`src/rtl/scan_chain_loader.sv`:
```
// -----------------------------------------------------------------------------
// scan_chain_loader
//
// Loads a CHAIN_LEN-bit configuration scan chain from a byte stream while
// reading back the chain's previous contents. Bytes arrive on a valid/ready
// handshake. They are serialised MSB first onto SCAN_SIN with SCAN_CE
// asserted. Whatever falls out of SCAN_SOUT during the same CE cycles is
// regrouped into bytes on DOUT.
//
// Ports
//   clk_i         clock, rising edge only
//   rst_i         synchronous, active-high reset
//   start_i       begin one load pass (only looked at while idle)
//   din_i         configuration byte, shifted out MSB first
//   din_valid_i   din_i holds a byte
//   din_ready_o   byte accepted when din_valid_i and din_ready_o are both high
//   scan_ce_o     chain shift enable
//   scan_sin_o    serial data into the chain
//   scan_sout_i   serial data out of the chain (readback)
//   dout_o        readback byte, held between pulses
//   dout_valid_o  one-cycle pulse when dout_o updates (no backpressure)
//   busy_o        a pass is in progress
//   done_o        the last pass ran to completion
// -----------------------------------------------------------------------------
module scan_chain_loader #(
  parameter int CHAIN_LEN = 704
) (
  input  logic       clk_i,
  input  logic       rst_i,
  input  logic       start_i,
  input  logic [7:0] din_i,
  input  logic       din_valid_i,
  output logic       din_ready_o,
  output logic       scan_ce_o,
  output logic       scan_sin_o,
  input  logic       scan_sout_i,
  output logic [7:0] dout_o,
  output logic       dout_valid_o,
  output logic       busy_o,
  output logic       done_o
);

  // The counter is at least 5 bits wide so the "8 or more bits left"
  // comparison stays meaningful even for very short chains.
  localparam int CNT_RAW = $clog2(CHAIN_LEN + 1);
  localparam int CNT_W   = (CNT_RAW < 5) ? 5 : CNT_RAW;
  localparam logic [CNT_W-1:0] LEN_C = CNT_W'(CHAIN_LEN);

  localparam logic [1:0] ST_IDLE  = 2'd0;
  localparam logic [1:0] ST_WAIT  = 2'd1;
  localparam logic [1:0] ST_SHIFT = 2'd2;
  localparam logic [1:0] ST_FIN   = 2'd3;

  logic [1:0]       state_q,  state_d;
  logic [CNT_W-1:0] bitcnt_q, bitcnt_d;   // bits sent this pass
  logic [2:0]       bitpos_q, bitpos_d;   // bit index within current byte
  logic [3:0]       len_q,    len_d;      // bits to send from current byte
  logic [7:0]       shreg_q,  shreg_d;
  logic [7:0]       cap_q,    cap_d;      // readback capture register
  logic [2:0]       capcnt_q, capcnt_d;   // bits held in cap_q
  logic [7:0]       dout_q,   dout_d;
  logic             dval_q,   dval_d;
  logic             done_q,   done_d;

  logic             ce;
  logic [CNT_W-1:0] cnt_inc;
  logic             chain_end;
  logic             byte_last;
  logic             din_ready;
  logic             accept;
  logic [7:0]       cap_shift;
  logic [3:0]       cap_n;

  // Number of bits to take from the next byte: a full byte, or only what is
  // left of the chain. The low bits of a final partial byte are never sent.
  function automatic logic [3:0] byte_len(input logic [CNT_W-1:0] sent);
    logic [CNT_W-1:0] rem;
    rem = LEN_C - sent;
    if (rem >= CNT_W'(8)) begin
      byte_len = 4'd8;
    end else begin
      byte_len = rem[3:0];
    end
  endfunction

  // Move an n-bit capture (n = 1..8, held in the low bits) to the MSB end
  // and fill the rest with zeros.
  function automatic logic [7:0] left_justify(input logic [7:0] bits,
                                              input logic [3:0] n);
    left_justify = bits << (4'd8 - n);
  endfunction

  assign ce        = (state_q == ST_SHIFT);
  assign cnt_inc   = bitcnt_q + CNT_W'(1);
  assign chain_end = ce && (cnt_inc == LEN_C);
  assign byte_last = ce && ({1'b0, bitpos_q} == (len_q - 4'd1));

  // Ready is offered on the last bit of a byte as well as in WAIT. A byte
  // taken in that cycle is shifted on the very next edge, so CE has no gap.
  assign din_ready = (state_q == ST_WAIT) || (byte_last && !chain_end);
  assign accept    = din_valid_i && din_ready;

  assign cap_shift = {cap_q[6:0], scan_sout_i};
  assign cap_n     = {1'b0, capcnt_q} + 4'd1;

  always_comb begin
    state_d  = state_q;
    bitcnt_d = bitcnt_q;
    bitpos_d = bitpos_q;
    len_d    = len_q;
    shreg_d  = shreg_q;
    cap_d    = cap_q;
    capcnt_d = capcnt_q;
    dout_d   = dout_q;
    dval_d   = 1'b0;
    done_d   = done_q;

    case (state_q)
      ST_IDLE: begin
        if (start_i) begin
          bitcnt_d = '0;
          bitpos_d = '0;
          cap_d    = '0;
          capcnt_d = '0;
          done_d   = 1'b0;
          state_d  = ST_WAIT;
        end
      end

      ST_WAIT: begin
        if (accept) begin
          shreg_d  = din_i;
          len_d    = byte_len(bitcnt_q);
          bitpos_d = '0;
          state_d  = ST_SHIFT;
        end
      end

      ST_SHIFT: begin
        shreg_d  = {shreg_q[6:0], 1'b0};
        bitcnt_d = cnt_inc;
        bitpos_d = bitpos_q + 3'd1;

        // A full readback byte, or the remainder at the end of the chain,
        // is published on this edge so the pulse shows in the next cycle.
        if ((capcnt_q == 3'd7) || chain_end) begin
          dout_d   = left_justify(cap_shift, cap_n);
          dval_d   = 1'b1;
          cap_d    = '0;
          capcnt_d = '0;
        end else begin
          cap_d    = cap_shift;
          capcnt_d = capcnt_q + 3'd1;
        end

        if (chain_end) begin
          state_d = ST_FIN;
        end else if (byte_last) begin
          bitpos_d = '0;
          if (accept) begin
            shreg_d = din_i;
            len_d   = byte_len(cnt_inc);
          end else begin
            state_d = ST_WAIT;
          end
        end
      end

      ST_FIN: begin
        done_d  = 1'b1;
        state_d = ST_IDLE;
      end

      default: state_d = ST_IDLE;
    endcase
  end

  always_ff @(posedge clk_i) begin
    if (rst_i) begin
      state_q  <= ST_IDLE;
      bitcnt_q <= '0;
      bitpos_q <= '0;
      len_q    <= '0;
      shreg_q  <= '0;
      cap_q    <= '0;
      capcnt_q <= '0;
      dout_q   <= '0;
      dval_q   <= 1'b0;
      done_q   <= 1'b0;
    end else begin
      state_q  <= state_d;
      bitcnt_q <= bitcnt_d;
      bitpos_q <= bitpos_d;
      len_q    <= len_d;
      shreg_q  <= shreg_d;
      cap_q    <= cap_d;
      capcnt_q <= capcnt_d;
      dout_q   <= dout_d;
      dval_q   <= dval_d;
      done_q   <= done_d;
    end
  end

  assign din_ready_o  = din_ready;
  assign scan_ce_o    = ce;
  assign scan_sin_o   = ce & shreg_q[7];
  assign dout_o       = dout_q;
  assign dout_valid_o = dval_q;
  assign busy_o       = (state_q != ST_IDLE);
  assign done_o       = done_q;

endmodule

```
`config.mk`:
```
export PLATFORM = sky130hd
export DESIGN_NAME = scan_chain_loader
export DESIGN_NICKNAME = d
export VERILOG_FILES = /design/src/rtl/scan_chain_loader.sv
export SDC_FILE = /design/constraint.sdc
export NUM_CORES = 1
export LEC_CHECK = 0
export CAP_MARGIN = 0
export CELL_PAD_IN_SITES_DETAIL_PLACEMENT = 1
export CELL_PAD_IN_SITES_GLOBAL_PLACEMENT = 2
export CORE_AREA = 2 2 89 91
export DETAILED_ROUTE_END_ITERATION = 12
export DIE_AREA = 0 0 91 93
export HOLD_SLACK_MARGIN = 0.05
export PLACE_DENSITY_LB_ADDON = 0.1
export SYNTH_ARGS = -nofsm -noshare
export SYNTH_HDL_FRONTEND = slang
export SYNTH_SLANG_ARGS = --single-unit
```
`constraint.sdc`:
```
create_clock -name clk_i -period 5.8 [get_ports clk_i]
set_clock_uncertainty 0.15 [all_clocks]
set_input_delay 0.87 -clock clk_i [delete_from_list [all_inputs] [get_ports clk_i]]
set_output_delay 0.87 -clock clk_i [all_outputs]
set_load 0.05 [all_outputs]
```
==> results of run 1 <==
## synth_stat cells (3+ instances only)
master	count	area [um^2]
a211o_1	4	35.03
a211oi_1	15	112.6
a21oi_1	23	115.1
a221oi_1	3	26.28
a22oi_1	13	97.59
a311oi_1	3	26.28
a31oi_1	3	18.77
a41oi_1	3	26.28
and2_1	4	25.02
and3_1	4	25.02
buf_2	3	15.01
clkbuf_1	19	71.32
dfxtp_1	47	940.9
ha_1	7	87.58
inv_1	13	48.80
mux2_2	4	45.04
mux2i_1	11	110.1
nand2_1	24	90.09
nand3_1	13	65.06
nand4_1	7	43.79
nor2_1	41	153.9
nor3_1	5	25.02
o21ai_0	9	45.04
or3_1	4	25.02
xnor2_1	4	35.03
xor2_1	5	43.79
## flip-flops by register name, summed over array words and instances, names as in the netlist
register	count
dout_o	8
len_q	4
done_o	1
cap_q	7
dout_valid_o	1
shreg_q	8
state_q	2
bitcnt_q	10
bitpos_q	3
capcnt_q	3
## cell families (layout without fill, tap and decap cells)
family	count (synthesis)	count (layout)	synth area share [%]
buf+inv	39	49	5.980
compound gates	95	95	24.79
flops	47	47	34.59
simple gates	116	116	21.16
mux	17	17	7.360
xor+xnor	9	9	2.898
fa+ha+maj	7	7	3.220
## metal layers
layer,global-route usage (%),vias to the layer above,wire [um]
met2,28.95,22,3288
met4,4.293,0,61
met3,3.223,4,172
met1,22.76,1176,3475
li1,-,1228,-
met5,0,-,0
## cell usage in the layout, fill, tap and decap left out, drive strengths merged, types with 3 or more instances in the layout
cell and n:
ha 7, mux2i 11, nor2 41, xor2 5, nand3 14, a31oi 3
and2 4, a311oi 3, clkbuf 5, and3 4, a22oi 13, xnor2 4
nand2 24, nor3 6, a211o 4, a221oi 4, a41oi 3, inv 14
clkdlybuf4s50 26, mux2 4, o21ai 11, dfxtp 47, a21oi 25, or3 4
nand4 7, a211oi 15
## worst max-delay path, delay by kind of cell (launching register included)
kind | cells | cell delay [ns]
AO/OA/AOI/OAI | 4 | 1.05
buffers and inverters | 1 | 0.79
flip-flops | 1 | 0.64
adder cells (fa/ha/maj) | 1 | 0.46
AND/OR/NAND/NOR | 1 | 0.17
## power groups by stage
stage | clock, mW | sequential [mW] | combinational, mW
final | 0.251 | 0.344 | 0.0923
after detailed placement | 0 | 0.351 | 0.0938
after global routing | 0.274 | 0.346 | 0.105
after global placement | 0 | 0.351 | 0.0928
after floorplan | 0 | 0.347 | 0.0678
after CTS | 0.262 | 0.344 | 0.0941
## cell type report
type | instances | area share, %
clock inverter | 3 | 1.482
inverter | 13 | 1.562
multi-input combinational | 244 | 51.74
tap | 102 | 4.085
timing repair buffer | 28 | 8.811
clock buffer | 5 | 2.203
sequential | 47 | 30.12
## how the worst min path moves through the flow
stage,from,endpoint,slack (ns)
finish,dout_o[0],dout_o[0],0.31
global route,dout_o[2],dout_o[2],0.34
CTS,dout_o[0],dout_o[0],0.32
detailed placement,dout_o[6],dout_o[6],0.30
global placement,dout_o[6],dout_o[6],0.29
floorplan,len_q[3],len_q[3],0.29
## stage by stage
stage,area (um^2),utilization (%)
2_1_floorplan,2720,-
3_3_place_gp,3009,39.98
3_5_place_dp,3009,39.98
4_1_cts,3124,41.51
5_1_grt,3124,41.51
6_report,3124,41.51
==> impl_metrics.env, run 1 <==
export IMPL_status="finished clean"
export IMPL_ff_latch_area_um2=940.9
export IMPL_dpl_hpwl_um=4794
export IMPL_ys_ff_latch=47
export IMPL_cts_root_buffer="clkbuf_8"
export IMPL_drt_iter0_drc=104
export IMPL_crit_type="reg2out"
export IMPL_ir_drop_mv=0.1040
export IMPL_syn_avg_cell_area_um2=8.243
export IMPL_seqPwrFrac_pct=50.0
export IMPL_grt_overflow=0
export IMPL_wl_per_cell_um=15.83
export IMPL_die_w_um=91
export IMPL_drv_cap=0
export IMPL_ant_nets=0
export IMPL_end_kind="output pin"
export IMPL_cts_buffers=5
export IMPL_cp_start_kind="flip-flop"
export IMPL_postCtsResizedCells=0
export IMPL_pre_cts_slack_ns=1.660
export IMPL_critPathMaxFanout=17
export IMPL_firstDrtPassIters=4
export IMPL_setup_ws_ns=1.369
export IMPL_tightestPinTransition_ns=0.6646
export IMPL_rsz0062_at_grt="false"
export IMPL_finalSetupTns_ns=0
export IMPL_syn_area_um2=2720
export IMPL_grt_pass1_wl_um=11870
export IMPL_die_area_um2=8463
export IMPL_clkPwrFrac_pct=36.6
export IMPL_power_leakage_nw=1.034
export IMPL_crit_path_start="bitcnt_q[0]"
export IMPL_multi_input_area_um2=1617
export IMPL_grt_pass1_vias=2431
export IMPL_fin_nets=359
export IMPL_clock_path_buffers=2
export IMPL_core_area_um2=7527
export IMPL_cp_arrival_ns=3.41
export IMPL_grt_max_degree=48
export IMPL_p_sw_uw=186.9
export IMPL_routed_wl_um=6998
export IMPL_yosysSeqAreaShare_pct=34.59
export IMPL_ys_warn_count=0
export IMPL_fin_cells=442
export IMPL_syn_to_final_growth_pct=14.86
export IMPL_start_util_pct=36.14
export IMPL_timing_rr_start="bitcnt_q[0]"
export IMPL_hold_class="reg2reg"
export IMPL_clock_latency_ns=0.30
export IMPL_synthCells=330
export IMPL_placed_cells=434
export IMPL_synthFlopType="dfxtp_1"
export IMPL_cpMaxStageDelayCell="clkdlybuf4s50_1"
export IMPL_n_antenna_cell=0
export IMPL_tritoncts="yes"
export IMPL_avgViaCountPerCell=5.498
export IMPL_cts_hold_buf=0
export IMPL_power_density_nw_per_um2=220.0
export IMPL_post_route_drc_count=0
export IMPL_finalCriticalPeriod_ns=4.431
export IMPL_hold_viol=0
export IMPL_p_int_uw=500.3
export IMPL_synth_edf_count=0
export IMPL_ff2ff_path_depth=9
export IMPL_r2r_end="len_q[3]"
export IMPL_clock_sinks=47
export IMPL_syn_nets=350
export IMPL_period_share_pct=76.39
export IMPL_vias=2430
export IMPL_layout_drive_gt1_share_pct=7.353
export IMPL_timing_hold_ws_ns=0.3135
export IMPL_dieHeight_um=93
export IMPL_crit_path_cell_trace="ha_1, a21oi_1, o311ai_0, nand3_1, a21oi_2, a21o_1, clkdlybuf4s50_1"
export IMPL_htreeDepth=2
export IMPL_endpoint="din_ready_o"
export IMPL_drv_slew=0
export IMPL_netlist_cell_type_count=57
export IMPL_num_fill_cells=919
export IMPL_antenna_found_initial=0
export IMPL_p_comb_share_pct=13.4
export IMPL_clkTransAtPathRegs_ns=0.09
export IMPL_swShare_pct=27.20
export IMPL_whs_path_depth=2
export IMPL_gp_congestion=0.8226
export IMPL_timing_slew_headroom_pct=55.40
export IMPL_synth_async_sr_flop_share_pct=0
export IMPL_port_buffers=26
export IMPL_finalPower_uw=687.2
export IMPL_clock_fmax_mhz=225.7
export IMPL_rrSetupSlack_ns=2.60
export IMPL_critPathMaxStageDelay_ns=0.79
export IMPL_post_cts_buffers=0
export IMPL_placement_rows=32
export IMPL_track_usage_pct=17.18
export IMPL_cp_required_ns=4.78
export IMPL_setup_viol=0
export IMPL_num_io_pins=27
No activity file was read; power rests on OpenSTA's default activity.
==> run 2: changes to the inputs <==
- CORE_AREA: 2 2 89 91 -> 2 2 97 99
- DIE_AREA: 0 0 91 93 -> 0 0 99 101
- clock period: 5.8 -> 3.9 ns (I/O delays scaled with it)
==> run 2 against run 1 <==
  * Worst setup slack got worse by 1.1 ns
  * First-iteration DRC count down 45%
  * Routed wire length up 4.9%
  * Sequential power up 49%
  * Clock power is 49% higher
  * Non-clock buffer count is 3 higher
  * Sequential cell count did not move
  * Utilization is 6.3 points lower
  * Power up 49%
  * Cell count up 2.7%
  * Clock-buffer cell count unchanged
==> impl_metrics.env, run 2 (synthesized netlist as in run 1, its figures left out) <==
export IMPL_status="finished clean"
export IMPL_port_buffers=26
export IMPL_clock_latency_ns=0.30
export IMPL_ff_latch_area_um2=942.2
export IMPL_placed_area_um2=3040
export IMPL_finish_utilization_pct=35.16
export IMPL_finalCriticalPeriod_ns=3.611
export IMPL_rrSetupSlack_ns=0.64
export IMPL_ant_nets=0
export IMPL_syn_to_final_growth_pct=16.05
export IMPL_drv_slew=0
export IMPL_vias=2451
export IMPL_timing_hold_ws_ns=0.3163
export IMPL_start_util_pct=30.30
export IMPL_ir_drop_mv=0.1417
export IMPL_cp_required_ns=3.16
export IMPL_num_io_pins=27
export IMPL_grt_pass1_vias=2450
export IMPL_clock_sinks=47
export IMPL_hold_class="reg2reg"
export IMPL_regMostFlops="bitcnt_q"
export IMPL_die_area_um2=9999
export IMPL_grt_overflow=0
export IMPL_grt_max_degree=48
export IMPL_post_cts_buffers=0
export IMPL_wl_per_cell_um=16.17
export IMPL_firstDrtPassIters=4
export IMPL_endpoint="din_ready_o"
export IMPL_timing_slew_headroom_pct=53.73
export IMPL_finalPower_mw=1.025
export IMPL_placed_cells=446
export IMPL_dpl_hpwl_um=5102
export IMPL_num_fill_cells=1081
export IMPL_final_common_cell="dfxtp_1"
export IMPL_multi_input_area_um2=1617
export IMPL_clkTransAtPathRegs_ns=0.10
export IMPL_htreeDepth=2
export IMPL_gp_congestion=0.7292
export IMPL_antenna_found_initial=0
export IMPL_finalSetupTns_ns=0
export IMPL_period_share_pct=92.59
export IMPL_finalInstanceArea_um2=3157
export IMPL_r2r_end="len_q[3]"
export IMPL_track_usage_pct=15.26
export IMPL_fin_cells=454
export IMPL_grt_pass1_wl_um=12440
export IMPL_largest_reg_flops=10
export IMPL_avgViaCountPerCell=5.399
export IMPL_cp_arrival_ns=2.88
export IMPL_crit_type="reg2out"
export IMPL_post_route_drc_count=0
export IMPL_n_antenna_cell=0
export IMPL_layout_drive_gt1_share_pct=8.746
export IMPL_pre_cts_slack_ns=0.5783
export IMPL_clock_fmax_mhz=276.9
export IMPL_cts_root_buffer="clkbuf_8"
export IMPL_cp_start_kind="flip-flop"
export IMPL_rsz0062_at_grt="false"
export IMPL_crit_path_start="bitcnt_q[1]"
export IMPL_die_w_um=99
export IMPL_routed_wl_um=7341
export IMPL_timing_rr_start="bitcnt_q[1]"
export IMPL_power_leakage_nw=1.052
export IMPL_tightestPinTransition_ns=0.6894
export IMPL_power_density_nw_per_um2=324.8
export IMPL_hold_viol=0
export IMPL_setup_ws_ns=0.2888
export IMPL_final_cell_mix="dfxtp_1 (46), nor2_1 (41), clkdlybuf4s50_1 (25)"
export IMPL_critPathMaxFanout=14
export IMPL_cts_hold_buf=0
export IMPL_dieHeight_um=101
export IMPL_placement_rows=35
export IMPL_fin_nets=362
export IMPL_clock_path_buffers=2
export IMPL_drv_cap=0
export IMPL_drt_iter0_drc=57
export IMPL_setup_viol=0
export IMPL_end_kind="output pin"
export IMPL_tritoncts="yes"
export IMPL_core_area_um2=8977
export IMPL_cts_buffers=5
export IMPL_ff2ff_path_depth=8
-- run 2: power by group --
part	switching, mW	total, mW	internal, mW
Clock	0.182	0.375	0.193
Combinational	0.0830	0.138	0.0553
Sequential	0.0156	0.511	0.496
-- run 2: area by class of cell --
cell class	count	area share, %
inverter	13	1.546
sequential	47	29.85
multi-input combinational	244	51.21
tap	111	4.400
clock inverter	3	1.467
clock buffer	5	2.180
timing repair buffer	31	9.354
-- run 2: worst max-delay path, stage by stage, from the launching register on --
cell	delay [ns]
dfxtp_1	0.61
ha_1	0.46
a21oi_1	0.10
o311ai_0	0.53
nand3_1	0.19
a21oi_2	0.33
a21o_1	0.17
buf_4	0.19
-- run 2: how the worst min path moves through the flow --
stage	from	endpoint	slack, ns	cells past startpoint
final	dout_o[6]	dout_o[6]	0.32	2
after detailed placement	dout_o[3]	dout_o[3]	0.30	2
after global placement	dout_o[2]	dout_o[2]	0.30	2
after CTS	dout_o[2]	dout_o[2]	0.32	2
after floorplan	len_q[3]	len_q[3]	0.29	2
after global routing	dout_o[2]	dout_o[2]	0.34	2
-- run 2: metal layers --
metal / global-route usage [%] / share of wire (%) / up-vias
li1: - / - / 1233
met1: 20.23 / 49 / 1196
met2: 26.20 / 49 / 17
met3: 2.358 / 1.6 / 5
met4: 3.477 / 0.78 / 0
met5: 0 / 0 / -
-- run 2: what timing repair did --
| item | in CTS | in global routing |
|---|---|---|
| setup endpoints to repair | 0 | 1 |
| gates resized for setup | 0 | 1 |
| endpoints found under the hold margin | 0 | 0 |
